[src/rtl/debounce_pkg.sv]
// Shared defaults for the debouncer bank and a cycles-to-milliseconds helper
// for sizing debounce/hold windows against the 50 MHz system clock.
package debounce_pkg;

    localparam int DEF_N      = 4;
    localparam int DEF_CNT_W  = 18;
    localparam int DEF_HOLD_W = 26;

    localparam longint unsigned CLK_HZ = 64'd50_000_000;

    function automatic int unsigned cycles_to_ms(input longint unsigned cycles);
        longint unsigned ms;
        ms = (cycles * 64'd1000) / CLK_HZ;
        return ms[31:0];
    endfunction

endpackage

[src/rtl/debounce_channel.sv]
// One debounced button: 2-FF synchroniser, stability counter, debounced level,
// press/release edge pulses and a saturating long-press detector.
module debounce_channel
    import debounce_pkg::*;
#(
    parameter int CNT_W      = DEF_CNT_W,
    parameter int HOLD_W     = DEF_HOLD_W,
    parameter bit ACTIVE_LOW = 1'b1
) (
    input  logic clk,
    input  logic rst_n,
    input  logic pb_in,
    output logic pb_state,
    output logic pb_press,
    output logic pb_release,
    output logic pb_long
);

    localparam logic [CNT_W-1:0]  CNT_ONE  = CNT_W'(1);
    localparam logic [HOLD_W-1:0] HOLD_ONE = HOLD_W'(1);

    logic              sync0_q, sync0_d;
    logic              sync1_q, sync1_d;
    logic [CNT_W-1:0]  cnt_q, cnt_d;
    logic              state_q, state_d;
    logic              state_dly_q, state_dly_d;
    logic              press_q, press_d;
    logic              release_q, release_d;
    logic [HOLD_W-1:0] hold_q, hold_d;
    logic              long_q, long_d;
    logic              idle_s;

    // Next-state logic for synchroniser, debounce window, edge and hold detection
    always_comb begin
        sync0_d     = pb_in ^ ACTIVE_LOW;
        sync1_d     = sync0_q;
        idle_s      = (state_q == sync1_q);
        cnt_d       = '0;
        state_d     = state_q;
        if (idle_s) begin
            cnt_d   = '0;
            state_d = state_q;
        end else begin
            // Counter wraps to zero on the same edge the level is accepted
            cnt_d = cnt_q + CNT_ONE;
            if (&cnt_q) begin
                state_d = ~state_q;
            end else begin
                state_d = state_q;
            end
        end

        state_dly_d = state_q;
        press_d     = state_q & ~state_dly_q;
        release_d   = ~state_q & state_dly_q;

        hold_d = '0;
        if (state_q) begin
            if (&hold_q) begin
                hold_d = hold_q;
            end else begin
                hold_d = hold_q + HOLD_ONE;
            end
        end else begin
            hold_d = '0;
        end
        // Fires only on the step into saturation, so once per press
        long_d = (&hold_d) & ~(&hold_q);
    end

    // State registers; reset returns everything to "released" with no progress kept
    always_ff @(posedge clk or negedge rst_n) begin
        if (!rst_n) begin
            sync0_q     <= 1'b0;
            sync1_q     <= 1'b0;
            cnt_q       <= '0;
            state_q     <= 1'b0;
            state_dly_q <= 1'b0;
            press_q     <= 1'b0;
            release_q   <= 1'b0;
            hold_q      <= '0;
            long_q      <= 1'b0;
        end else begin
            sync0_q     <= sync0_d;
            sync1_q     <= sync1_d;
            cnt_q       <= cnt_d;
            state_q     <= state_d;
            state_dly_q <= state_dly_d;
            press_q     <= press_d;
            release_q   <= release_d;
            hold_q      <= hold_d;
            long_q      <= long_d;
        end
    end

    assign pb_state   = state_q;
    assign pb_press   = press_q;
    assign pb_release = release_q;
    assign pb_long    = long_q;

endmodule

[src/rtl/debouncer_bank.sv]
// Bank of N independent debounced button channels sharing one clock and reset.
module debouncer_bank
    import debounce_pkg::*;
#(
    parameter int N          = DEF_N,
    parameter int CNT_W      = DEF_CNT_W,
    parameter int HOLD_W     = DEF_HOLD_W,
    parameter bit ACTIVE_LOW = 1'b1
) (
    input  logic         clk,
    input  logic         rst_n,
    input  logic [N-1:0] pb_in,
    output logic [N-1:0] pb_state,
    output logic [N-1:0] pb_press,
    output logic [N-1:0] pb_release,
    output logic [N-1:0] pb_long
);

    for (genvar g = 0; g < N; g++) begin : g_ch
        debounce_channel #(
            .CNT_W      (CNT_W),
            .HOLD_W     (HOLD_W),
            .ACTIVE_LOW (ACTIVE_LOW)
        ) u_ch (
            .clk        (clk),
            .rst_n      (rst_n),
            .pb_in      (pb_in[g]),
            .pb_state   (pb_state[g]),
            .pb_press   (pb_press[g]),
            .pb_release (pb_release[g]),
            .pb_long    (pb_long[g])
        );
    end

endmodule

[config.mk]
export PLATFORM = sky130hd
export DESIGN_NAME = debouncer_bank
export DESIGN_NICKNAME = d
export VERILOG_FILES = /design/src/rtl/debounce_pkg.sv /design/src/rtl/debounce_channel.sv /design/src/rtl/debouncer_bank.sv
export SDC_FILE = /design/constraint.sdc
export NUM_CORES = 1
export LEC_CHECK = 0
export ABC_CLOCK_PERIOD_IN_PS = 6700
export CAP_MARGIN = 20
export CORE_MARGIN = 1
export CORE_UTILIZATION = 60
export DETAILED_ROUTE_END_ITERATION = 16
export GPL_ROUTABILITY_DRIVEN = 0
export PLACE_DENSITY = 0.73
export SLEW_MARGIN = 15
export SYNTH_ARGS = -nofsm -noshare
export SYNTH_HDL_FRONTEND = slang
export SYNTH_SLANG_ARGS = --single-unit
[constraint.sdc]
create_clock -name clk -period 6.7 [get_ports clk]
set_input_delay 1.34 -clock clk [delete_from_list [all_inputs] [get_ports clk]]
set_output_delay 1.34 -clock clk [all_outputs]
set_load 0.02 [all_outputs]
Yosys cells after proc, flatten, opt, wreduce, memory -nomap -nowiden:

Cells that the tools add are included.

* flip-flop bits (word level): 204
* input bits: 6
* output and inout bits: 16
* logic and storage cells: 104

* add/subtract/negate cells: 8
* eq/ne operators: 4
* multiplexer cells: 12
* bitwise gates (word level): 32
* reductions and logical operators: 12

Operators by type and width (count)
* $mux W26: 8
* $reduce_and A26 Y1: 8
* $add A26 B1 Y26 const B: 4
* $reduce_and A19 Y1: 4
* $add A18 B1 Y18 const B: 4
* $mux W18: 4
* $not A1 Y1: 20
* $and A1 B1 Y1: 12
* $eq A1 B1 Y1: 4

Depth between registers and ports, before layout:

Gate-level depths: netlist (run 1).

* depth after elaboration: 5
* mapped depth: 10
* gate-level depth less buffers: 8

Cells and area by module:

Synthesis (run 1) repeated with hierarchy kept, for this count alone.

* cells, all modules: 1068
* area, all modules: 10369.9 sq um

By module, submodules not included
* debounce_channel: times used 4, cells each 267, area each 2592.5 sq um

Worst setup path before layout (run 1):

No wires, ideal clock.

* path kind: register to register
* start point: register g_ch[0].u_ch.hold_q[0]
* end point: register g_ch[0].u_ch.long_q
* library setup time: 101 ps
* data arrival time: 2218 ps
* required time: 6599 ps
* setup slack: 4382 ps
* cell stages (with the launch flop): 9
* path through: dfrtp_1 -> ha_1 -> nand2_1 -> nor4_1 -> a21oi_1 -> xnor2_1 -> nor4bb_1 -> nand4_1 -> nor4_1

* word-level cells in the longest chain between the ends: 5
* elaborated cells on any way between the ends: 7
* those cells by class: add/sub: 1; mux: 2; bitwise: 2; reduce/logical: 2

Ends and longest elaborated chain
* start: declaration: RTL line debounce_channel.sv:29 `logic [HOLD_W-1:0] hold_q, hold_d;`
* start signal: assignment: RTL line debounce_channel.sv:91 `hold_q <= hold_d;`
* $add A26 B1 Y26 / $reduce_and A26 Y1 (equally long branches): RTL line debounce_channel.sv:62, debounce_channel.sv:59, debounce_channel.sv:68
* $mux W26: RTL line debounce_channel.sv:59 `if (&hold_q) begin`
* $mux W26: RTL line debounce_channel.sv:58 `if (state_q) begin`
* $reduce_and A26 Y1: RTL line debounce_channel.sv:68 `long_d = (&hold_d) & ~(&hold_q);`
* $and A1 B1 Y1 (*): RTL line debounce_channel.sv:68
* via g_ch[0].u_ch.long_d: RTL line debounce_channel.sv:30 `logic long_q, long_d;`
* end signal: assignment: RTL line debounce_channel.sv:92 `long_q <= long_d;`
* end: declaration: RTL line debounce_channel.sv:30

The timed path passes the listed nets; every way through them passes the cells marked *.
A chain may end at the register's enable or synchronous reset.

Worst setup path after layout (run 1):

* start point: register g_ch[2].u_ch.state_q
* end point: output pb_state[2]

RTL lines
* start: declaration: RTL line debounce_channel.sv:25 `logic state_q, state_d;`
* start signal: assignment: RTL line debounce_channel.sv:87 `state_q <= state_d;`
* end: declaration: RTL line debouncer_bank.sv:13 `output logic [N-1:0] pb_state,`

No word-level cell between the ends.

==> metrics, run 1 <==
Final Max Slew Viols 0; row cnt 47; Nets 1115; highest net fanout along the worst path 21; clk sink count 204; antenna diode count 0; GRT Residual Overflow 0; Yosys top cell area share 49.1%; Async S/R FF share, synth 100%; Cell variety after synth 66; Hold Crit Class flip-flop to flip-flop; Mapped Area 10400 um^2; P_sw 530 uW; wl on met1 9950 um; Starting Density 62.1%; syn avg cell area 9.49 um^2; IO Port Bufs 21; I/O pin count 22; sequential area share after synthesis 49.1%; Hold EP g_ch[3].u_ch.sync1_q; crit-path leading delay family flip-flops; Die Y 134 um; Seq pwr share 47.7%; setup TNS 0 ns; Pwr per Cell Area 227 nW/um^2; worst vdd ir 0.000235 V; Overall Global Routing Usage 24.3%; cell-internal power 2.09 mW; Slowest-stage cell, CP dfrtp_1; CP Capture Type output pin; WHS Path Cells 0; largest net degree at the start of global routing 96; FILL cells 1348; CP peak stage delay 0.78 ns; first-pass GRT wire length 36300 um; Die Wd 134 um; initial drt markers 531; relative slew slack 40.1%; Worst setup SP type flip-flop; cells on worst reg2reg path 7; dpl cell area 10700 um^2; HPWL reported at the end of detailed placement 13700 um; CTS buffer count 23; final core utilization 68.7%; syn_nets 1110; routed vias/inst 5.83; Synth Flop Type dfrtp_1; Pleak 4.60 nW; count leader, synth dfrtp_1; Buf+Inv Stages, Crit Path 1; vias in the first global route 7695; Non-Filler Instances 1337; CTS Hold Bufs 0; Syn Inst Count 1096; Placed Cells incl. Taps 1296; worst hold start g_ch[3].u_ch.sync0_q; dominant cells by area after synthesis dfrtp_1 49%, nor2_1 5.6%, xnor2_1 5.6%, xor2_1 5.1%, nand3_1 4.1%; Std-Cell Core Area 16800 um^2; r2r setup slk 3.63 ns; Worst EP required 5.36 ns; Post-CTS Setup Repair Bufs 0; largest area contributor in the netlist dfrtp_1; DR WL met2 9280 um; Top Layer Used met4; max_cap viols 0; final worst path period need 3.35 ns; CTS tree built; P&R area growth vs syn 10.6%; met3 wire length 722 um; fin area 11500 um^2; crit-path cells clkdlybuf4s50_1; crit path kind flip-flop to output pin; wire per inst 15.3 um; die area 17900 um^2; CTS clk-pin slew, worst paths 0.05 ns; initial antenna violation count 0; RSZ-0062 raised after global routing false; FF-to-FF End g_ch[1].u_ch.pb_long; sw frac 20.3%; status finished clean; proportion of layout cells with a drive suffix above 1 6.36%; Commonest cells post-synth 204 x dfrtp_1, 155 x nor2_1, 89 x nand2_1; Seq cells post-synth 204; combinational power share 1.8%; Clock Path Buffers 3; Setup Skew 0.0142 ns; Critical Path AT 2.01 ns; final setup vio count 0; crit share post-route 49.9%; crit path launch g_ch[2].u_ch.pb_state; vias after detailed routing 7800; Fin. Hold Viols 0; # resized after CTS 0; Clock Power Share 50.5%; clk root buf clkbuf_16; EDFF count, synth 0; Routed Antenna Nets 0; worst flop-to-flop path startpoint g_ch[1].u_ch.hold_q[0]; pin slew with the least headroom to its limit 0.899 ns; DRC 0; YS warnings 0; Pre-antenna DRT Iters 5; CTS H-Tree Depth 1; Fmax 299 MHz; worst skew pair latency 0.51 ns; Routed WL 20400 um
[placed cells by master (no fill, tap or decap), drive strengths merged, types with 6 or more instances in the layout]
cell type        n
nand4           50
a31oi            7
or3             25
a311oi           6
o21ai           29
clkdlybuf4s50   20
nor2b           11
nand2b           7
nand2           89
ha               8
inv             19
xor2            60
nor4            19
a211oi           9
nand3           88
dfrtp          204
xnor2           66
buf              8
nor2           155
and2            13
clkbuf          34
clkinv           6
and3            27
and4            11
nor3            21
mux2i            9
a21oi           58
[metal layers]
metal / global-route usage (%) / up-vias
met3: 3.16 / 43
met4: 7.13 / 0
li1: - / 3878
met2: 38.0 / 151
met1: 35.6 / 3728
met5: 0 / -
[worst max path at each step]
stage,to,slack (ns),cells after the start
4_1_cts,pb_state[2],3.33,1
5_1_grt,pb_state[2],3.26,1
2_1_floorplan,g_ch[0].u_ch.pb_long,4.38,8
6_report,pb_state[2],3.35,1
3_3_place_gp,g_ch[1].u_ch.cnt_q[14],3.79,2
3_5_place_dp,g_ch[1].u_ch.pb_long,3.70,7
[kinds of logic after synthesis]
kind of cell / after synthesis / synth area share [%]
and+or+nand+nor: 540 / 26.7
adders and majority gates: 8 / 0.962
buffers and inverters: 69 / 3.21
DFF: 204 / 49.1
muxes: 14 / 1.41
xor gates and xnor gates: 126 / 10.6
AOI/OAI and AO/OA: 135 / 8.03
[through the flow]
step | total power, mW | hold WS (ns) | setup slack (ns)
floorplan | 1.28 | 0.331 | 4.38
detailed placement | 1.32 | 0.335 | 3.70
CTS | 2.65 | 0.347 | 3.33
global route | 2.70 | 0.363 | 3.26
global placement | 1.32 | 0.333 | 3.79
finish | 2.62 | 0.346 | 3.35
[registers in the layout, indices dropped and copies added, names as in the netlist]
signal and flops:
g_ch.u_ch.hold_q 104, g_ch.u_ch.cnt_q 72, g_ch.u_ch.pb_long 4, g_ch.u_ch.pb_press 4, g_ch.u_ch.pb_release 4, g_ch.u_ch.pb_state 4, g_ch.u_ch.state_dly_q 4, g_ch.u_ch.sync0_q 4
g_ch.u_ch.sync1_q 4
[area by class of cell]
type	count	area (um^2)	share of cell area [%]
multi-input cells	823	4970	43.1
clock buffers	33	693	6.02
well taps	220	275	2.39
repair buffers	29	274	2.38
clock inverters	8	123	1.07
flip-flops and latches	204	5100	44.3
inverters	20	75.1	0.652
[power groups by stage]
stage / clock network [mW] / logic, mW / registers [mW]
after floorplan: 0 / 0.0153 / 1.27
after global placement: 0 / 0.0486 / 1.27
after detailed placement: 0 / 0.0491 / 1.27
after CTS: 1.35 / 0.0495 / 1.25
after global routing: 1.40 / 0.0556 / 1.25
final: 1.32 / 0.0468 / 1.25
Note: power is estimated with default switching activity, not from simulation.
==> inputs of run 2 (changes only) <==
--- a/config.mk
+++ b/config.mk
@@ -5,7 +5,7 @@
 export SDC_FILE = /design/constraint.sdc
 export NUM_CORES = 1
 export LEC_CHECK = 0
-export ABC_CLOCK_PERIOD_IN_PS = 6700
+export ABC_CLOCK_PERIOD_IN_PS = 3350
 export CAP_MARGIN = 20
 export CORE_MARGIN = 1
 export CORE_UTILIZATION = 60
==> constraint.sdc (replaced) <==
create_clock -name clk -period 3.35 [get_ports clk]
set_input_delay 0.67 -clock clk [delete_from_list [all_inputs] [get_ports clk]]
set_output_delay 0.67 -clock clk [all_outputs]
set_load 0.02 [all_outputs]
==> run 2 against run 1 <==
  * Combinational power increased by 110%
  * Via count increased by 1.8%
  * Final cell count increased by 0.90%
  * Clock power increased by 92%
  * Wire length increased by 3.2%
  * Count of clock-buffer cells in the layout decreased by 7
  * Worst hold slack got worse by 0.19 ns
==> metrics, run 2 (same netlist as run 1, synthesis figures left out) <==
CTS clk-pin slew, worst paths 0.06 ns; Die Y 134 um; CTS tree built; clk sink count 204; Std-Cell Core Area 16800 um^2; Fmax 334 MHz; CTS buffer count 23; vias in the first global route 7793; Routed Antenna Nets 0; first-pass GRT wire length 36800 um; Critical Path AT 3.40 ns; CTS H-Tree Depth 1; highest net fanout along the worst path 19; # resized after CTS 0; Clock Path Buffers 3; FILL cells 1288; max_cap viols 0; row cnt 47; CP Capture Type flip-flop; Die Wd 134 um; die area 17900 um^2; routed vias/inst 5.89; Overall Global Routing Usage 24.9%; largest net degree at the start of global routing 66; Hold Crit Class primary input to asynchronous set/reset pin; Final Max Slew Viols 0; DRC 0; P&R area growth vs syn 11.1%; wire per inst 15.6 um; relative slew slack 51.1%; most frequent cells in the layout 204 x dfrtp_1, 155 x nor2_1, 89 x nand2_1; pin slew with the least headroom to its limit 0.725 ns; most common cell after layout, fill and taps aside dfrtp_1; crit share post-route 89.4%; Post-CTS Setup Repair Bufs 0; register area 5100 um^2; Nets 1126; status finished clean; RSZ-0062 raised after global routing false; GRT Residual Overflow 0; crit path kind flip-flop to flip-flop; Setup Skew 0.00807 ns; HPWL reported at the end of detailed placement 14100 um; Placed Cells incl. Taps 1307; CP peak stage delay 0.66 ns; worst vdd ir 0.000494 V; initial antenna violation count 0; worst skew pair latency 0.51 ns; cell with the most instances on the worst path and4_1; Starting Density 62.1%; IO Port Bufs 21; Slowest-stage cell, CP and4_1; Routed WL 21100 um; Pre-antenna DRT Iters 6; Worst EP required 3.76 ns; top flop regs g_ch.u_ch.hold_q x104, g_ch.u_ch.cnt_q x72; WHS 0.158 ns; Pleak 4.62 nW; crit-path cells ha_1 -> and4_1 -> and4_1 -> nand2_1 -> a2111oi_0 -> nand4_1 -> nor4_2; area of the multi-input gates 4970 um^2; Non-Filler Instances 1349; antenna diode count 0; proportion of layout cells with a drive suffix above 1 7.35%; CTS Hold Bufs 0; Worst setup SP type flip-flop; Pwr per Cell Area 444 nW/um^2; I/O pin count 22; final worst path period need 2.99 ns; vias after detailed routing 7942; Fin. Hold Viols 0; initial drt markers 583; final setup vio count 0; setup TNS 0 ns; Most flops, register g_ch.u_ch.hold_q; Largest register FFs 104; clk root buf clkbuf_16
[run 2: changes by cell type in the layout (fill, tap and decap cells not counted), sizes merged]
cell | before | now
buf | 8 | 19
clkbuf | 34 | 27
clkinv | 6 | 8
clkinvlp | 0 | 6
[run 2: per-stage QoR]
stage	setup slack [ns]	total power, mW	cell area (um^2)	utilization, %
floorplan	1.03	2.57	10400	-
global placement	0.597	2.64	10800	64.4
detailed placement	0.445	2.64	10800	64.4
CTS	0.418	5.19	11600	69.0
global route	0.0458	5.31	11600	69.0
finish	0.356	5.14	11600	69.0
[run 2: layout make-up]
class	instances	area share [%]
sequential	204	44.1
clock buffer	26	5.16
clock inverter	16	1.54
multi-input combinational	823	42.9
tap	220	2.38
inverter	20	0.649
timing repair buffer	40	3.19
[run 2: power breakdown]
group          switching, mW  internal (mW)  total [mW]
Combinational         0.0718         0.0271      0.0989
Clock                   1.02           1.52        2.54
Sequential            0.0152           2.48        2.50
[run 2: final timing paths]
check,start,to,slack [ns],depth (start not counted)
hold / removal,rst_n,g_ch[2].u_ch.hold_q[22],0.16,1
setup / recovery,g_ch[1].u_ch.hold_q[0],g_ch[1].u_ch.pb_long,0.36,7
min in group clk,g_ch[3].u_ch.sync0_q,g_ch[3].u_ch.sync1_q,0.35,0
setup reg to reg,g_ch[1].u_ch.hold_q[0],g_ch[1].u_ch.pb_long,0.36,7
hold reg to reg,g_ch[3].u_ch.sync0_q,g_ch[3].u_ch.sync1_q,0.35,0
max in group asynchronous,rst_n,g_ch[0].u_ch.cnt_q[0],2.31,2
[run 2: critical path, delay by kind of cell, from the launching register on]
| kind | cells | cell delay [ns] |
|---|---|---|
| AO/OA/AOI/OAI | 1 | 0.47 |
| adder cells (fa/ha/maj) | 1 | 0.28 |
| flip-flops | 1 | 0.45 |
| AND/OR/NAND/NOR | 5 | 1.70 |
[run 2: metal layers]
metal	GRT usage [%]	wire length (um)	vias up	share of wire (%)
li1	-	-	3900	-
met1	34.6	9730	3834	46
met2	40.9	10200	174	48
met3	3.46	771	34	3.7
met4	6.94	391	0	1.9
met5	0	0	-	0
